`config.mk`:
```
export PLATFORM = sky130hd
export DESIGN_NAME = sr_ff_monitor
export DESIGN_NICKNAME = d
export VERILOG_FILES = /design/src/rtl/sr_ff_monitor.sv
export SDC_FILE = /design/constraint.sdc
export NUM_CORES = 1
export LEC_CHECK = 0
export BUFFER_PORTS_ARGS = -buffer_cell sky130_fd_sc_hd__buf_2
export CORE_ASPECT_RATIO = 0.75
export CORE_UTILIZATION = 45
export DETAILED_ROUTE_END_ITERATION = 10
export GPL_ROUTABILITY_DRIVEN = 0
export PLACE_DENSITY = 0.79
export SLEW_MARGIN = 20
export SYNTH_ARGS = -nofsm -noshare
export SYNTH_HDL_FRONTEND = slang
export SYNTH_SLANG_ARGS = --single-unit
```
`constraint.sdc`:
```
create_clock -name clock -period 1.95 [get_ports clock]
set_input_delay 0.195 -clock clock [delete_from_list [all_inputs] [get_ports clock]]
set_output_delay 0.195 -clock clock [all_outputs]
set_load 0.02 [all_outputs]
```
`src/rtl/sr_ff_monitor.sv`:
```
// Reference-model monitor for an SR flip-flop: flags wrong or non-complementary q/qbar.
// Optional first-failure capture is built when SRMON_FIRST_FAIL_EN is defined.
module sr_ff_monitor #(
  parameter int unsigned CNT_W   = 8,
  parameter int unsigned LATENCY = 1
) (
  input  logic             clock,
  input  logic             reset_n,
  input  logic             enable,
  input  logic             clear,
  input  logic             s_in,
  input  logic             r_in,
  input  logic             q_in,
  input  logic             qbar_in,
  output logic             exp_q,
  output logic             exp_valid,
  output logic [1:0]       mon_state,
  output logic             err_pulse,
  output logic [CNT_W-1:0] err_count,
  output logic             forbidden_seen,
  output logic [31:0]      fail_cycle,
  output logic             fail_valid
);

  typedef enum logic [1:0] {
    StUnknown   = 2'b00,
    StKnown     = 2'b01,
    StForbidden = 2'b10
  } state_e;

  state_e             state_q, state_d;
  logic               model_q_q, model_q_d;
  logic [LATENCY-1:0] dl_q_q, dl_v_q;
  logic               err_pulse_q, forbidden_q;
  logic [CNT_W-1:0]   err_count_q;
  logic               check_fail, cmd_forbidden;

  always_comb begin
    state_d       = state_q;
    model_q_d     = model_q_q;
    cmd_forbidden = 1'b0;
    case ({s_in, r_in})
      2'b10: begin
        state_d   = StKnown;
        model_q_d = 1'b1;
      end
      2'b01: begin
        state_d   = StKnown;
        model_q_d = 1'b0;
      end
      2'b11: begin
        state_d       = StForbidden;
        cmd_forbidden = 1'b1;
      end
      default: ;
    endcase
  end

  // Only the oldest delay stage is compared; an invalid entry suppresses the check.
  assign check_fail = dl_v_q[LATENCY-1] &&
                      ((q_in != dl_q_q[LATENCY-1]) || (qbar_in == q_in));

  always_ff @(posedge clock or negedge reset_n) begin
    if (!reset_n) begin
      state_q     <= StUnknown;
      model_q_q   <= 1'b0;
      dl_q_q      <= '0;
      dl_v_q      <= '0;
      err_pulse_q <= 1'b0;
      err_count_q <= '0;
      forbidden_q <= 1'b0;
    end else if (enable) begin
      state_q   <= state_d;
      model_q_q <= model_q_d;
      for (int i = LATENCY - 1; i > 0; i--) begin
        dl_q_q[i] <= dl_q_q[i-1];
        dl_v_q[i] <= dl_v_q[i-1];
      end
      dl_q_q[0]   <= model_q_d;
      dl_v_q[0]   <= (state_d == StKnown);
      err_pulse_q <= check_fail;
      if (clear) begin
        err_count_q <= '0;
      end else if (check_fail && (err_count_q != {CNT_W{1'b1}})) begin
        err_count_q <= err_count_q + CNT_W'(1);
      end
      // A new forbidden command outranks clear on the same edge.
      if (cmd_forbidden) begin
        forbidden_q <= 1'b1;
      end else if (clear) begin
        forbidden_q <= 1'b0;
      end
    end
  end

  assign exp_q          = model_q_q;
  assign exp_valid      = (state_q == StKnown);
  assign mon_state      = state_q;
  assign err_pulse      = err_pulse_q;
  assign err_count      = err_count_q;
  assign forbidden_seen = forbidden_q;

`ifdef SRMON_FIRST_FAIL_EN
  logic [31:0] edge_cnt_q, fail_cycle_q;
  logic        fail_valid_q;

  // The first enabled edge after reset is edge 1.
  always_ff @(posedge clock or negedge reset_n) begin
    if (!reset_n) begin
      edge_cnt_q   <= '0;
      fail_cycle_q <= '0;
      fail_valid_q <= 1'b0;
    end else if (enable) begin
      edge_cnt_q <= edge_cnt_q + 32'd1;
      if (clear) begin
        fail_cycle_q <= '0;
        fail_valid_q <= 1'b0;
      end else if (check_fail && !fail_valid_q) begin
        fail_cycle_q <= edge_cnt_q + 32'd1;
        fail_valid_q <= 1'b1;
      end
    end
  end

  assign fail_cycle = fail_cycle_q;
  assign fail_valid = fail_valid_q;
`else
  assign fail_cycle = '0;
  assign fail_valid = 1'b0;
`endif

endmodule

```
==> impl_metrics.toml <==
[routing]
firstDrtPassIters = 6
wl_per_cell_um = 11.7
drt_iter0_markers = 28
wl_um = 2070
num_vias = 895
antenna_left = 0
drt_drc_violations_left = 0
drt-vias-per-instance = 5.06

[synth]
ys_ff_latch = 14
yosysUniqueCellTypes = 37
yosys_warnings = 0
synth_compound_area_frac = 0.179
syn-instance-count = 122
synth_enable_flop_cells = 0
synth-simple-area-share = 0.167
syn_area_mm2 = 0.00109
synth_xor_area_frac = 0
synthAdderAreaFrac = 0.0459
synth.avg_cell_area_um2 = 8.94
synth_top_family_by_area = "buffers and inverters"
seq_area_frac_synth = 0.321
synth_ff_type = "dfrtp_1"
async_flop_share = 1.00
synthMuxAreaShare = 0.0206

[setup_path]
critPathKind = "reg2reg"
startpoint_type = "flip-flop"
crit_fanout = 6
rr_worst_depth = 4
worstPathArrival_ns = 1.87
end_kind = "flip-flop"
required_ns = 2.13

[grt]
overflow = 0
grt_start_max_net_pins = 15
grt_pass1_wl_um = 3460
grt_usage = 0.181
antenna_found_initial = 0
grt_pass1_vias = 759

[clock_tree]
cts.clk_slew.worst_paths_ns = 0.09
cts_root_buf = "clkbuf_4"
post_cts_buffers = 0
cts_buffers = 3
worstSkewPairLatency_ns = 0.28
ctsHoldBuffers = 1
clock-sinks = 14
post_cts_resized = 0
htreeDepth = 1
clockBufferDepth = 2
cts_tree = "built"

[run_status]
status = "finished, final reports clean"

[final_layout]
fin_nets = 157
final_cell_mix = "conb_1 (33), buf_2 (21), dfrtp_1 (14)"
synthToLayoutAreaGrowth_pct = 2.98
layout_commonest_cell = "conb_1"
drive_gt1_frac = 0.210
insertedDiodeCount = 0

[timing]
fin_skew_ns = 0.0157
post-route-period-util = 0.870
finalCriticalPeriod_ns = 1.70
slew_headroom = 0.615
fmax_mhz = 589
tightest_slew_ns = 0.577
fin_tns_setup_ns = 0
rsz0062_at_grt = "no"
setup_violations = 0
timing_hold_violations_final = 0
report.final.slew_viol_count = 0

[placement]
post-dp-hpwl_um = 1600
portBuffers = 21

[floorplan]
ioPinCount = 55
die_w_um = 58.9
die_y_um = 44.6
core-area_mm2 = 0.00229
rows = 15
start_util = 0.477
fp.dieArea_mm2 = 0.00263

[pwr]
p_leak_nw = 0.587
power_density_mw_per_mm2 = 761
power.total_mw = 0.855
ir_drop_mv = 0.293

[worst_hold_path]
hold_class = "in2reg"
hold_depth = 3

[job]
cap_violations = 0
==> power by group <==
part | total (mW) | internal [mW] | switching (mW)
Clock | 0.161 | 0.0717 | 0.0897
Combinational | 0.311 | 0.101 | 0.210
Sequential | 0.383 | 0.334 | 0.0488
==> flip-flops by register name (all words and copies together), names as in the netlist <==
name	flops
err_pulse	1
forbidden_seen	1
err_count	8
dl_q_q	1
mon_state	2
dl_v_q	1
==> Yosys cell counts (2+ instances only) <==
master	n	area share
a221oi_1	2	0.016
buf_4	33	0.23
a311o_1	2	0.018
inv_1	5	0.017
o211a_1	2	0.018
nand3_1	6	0.028
dfrtp_1	14	0.32
a21oi_1	4	0.018
mux2_2	2	0.021
ha_1	4	0.046
nand2_1	8	0.028
nor2_1	6	0.021
nor3_1	4	0.018
o21ai_0	4	0.018
nor2b_1	4	0.023
==> area by class of cell <==
cell class,count,area (um2)
Fill cell,223,1170
Multi-Input combinational cell,99,574
Sequential cell,14,350
Timing Repair Buffer,22,115
Tap cell,34,42.5
Clock buffer,3,22.5
Inverter,5,18.8
==> final timing paths <==
check                                to  slack (ns)  startpoint
max in group asynchronous  err_count[3]        1.36     reset_n
setup reg to reg           err_count[1]        0.25      dl_q_q
hold reg to reg               err_pulse        0.51   err_pulse
hold / removal                   dl_q_q        0.25        r_in
setup / recovery           err_count[1]        0.25      dl_q_q
min in group asynchronous        dl_q_q        0.33     reset_n
==> through the flow <==
| stage | util | hold slack (ns) | setup slack (ns) | cells | area (um2) |
|---|---|---|---|---|---|
| 2_1_floorplan | - | -0.101 | 0.317 | 154 | 1210 |
| 3_3_place_gp | 0.477 | 0.107 | 0.360 | 173 | 1090 |
| 3_5_place_dp | 0.477 | 0.109 | 0.269 | 173 | 1090 |
| 4_1_cts | 0.491 | 0.241 | 0.255 | 177 | 1120 |
| 5_1_grt | 0.491 | 0.267 | 0.186 | 177 | 1120 |
| 6_report | 0.491 | 0.246 | 0.253 | 177 | 1120 |
==> layer usage <==
metal  track usage  wire (um)
met1         0.224        926
met2         0.295        959
met3        0.0614        170
met4        0.0619         17
met5             0          0
==> logic make-up after synthesis <==
logic type / count (synthesis)
other: 1
AOI/OAI and AO/OA: 25
DFF: 14
adders and majority gates: 4
muxes: 2
and+or+nand+nor: 35
buffers and inverters: 41
==> critical path, cell delays in order (launching register included) <==
cell       delay, ns
dfrtp_1         0.41
or3b_1          0.40
o2111ai_1       0.29
nor2_2          0.12
a311o_1         0.37
No activity file was read; power rests on OpenSTA's default activity.
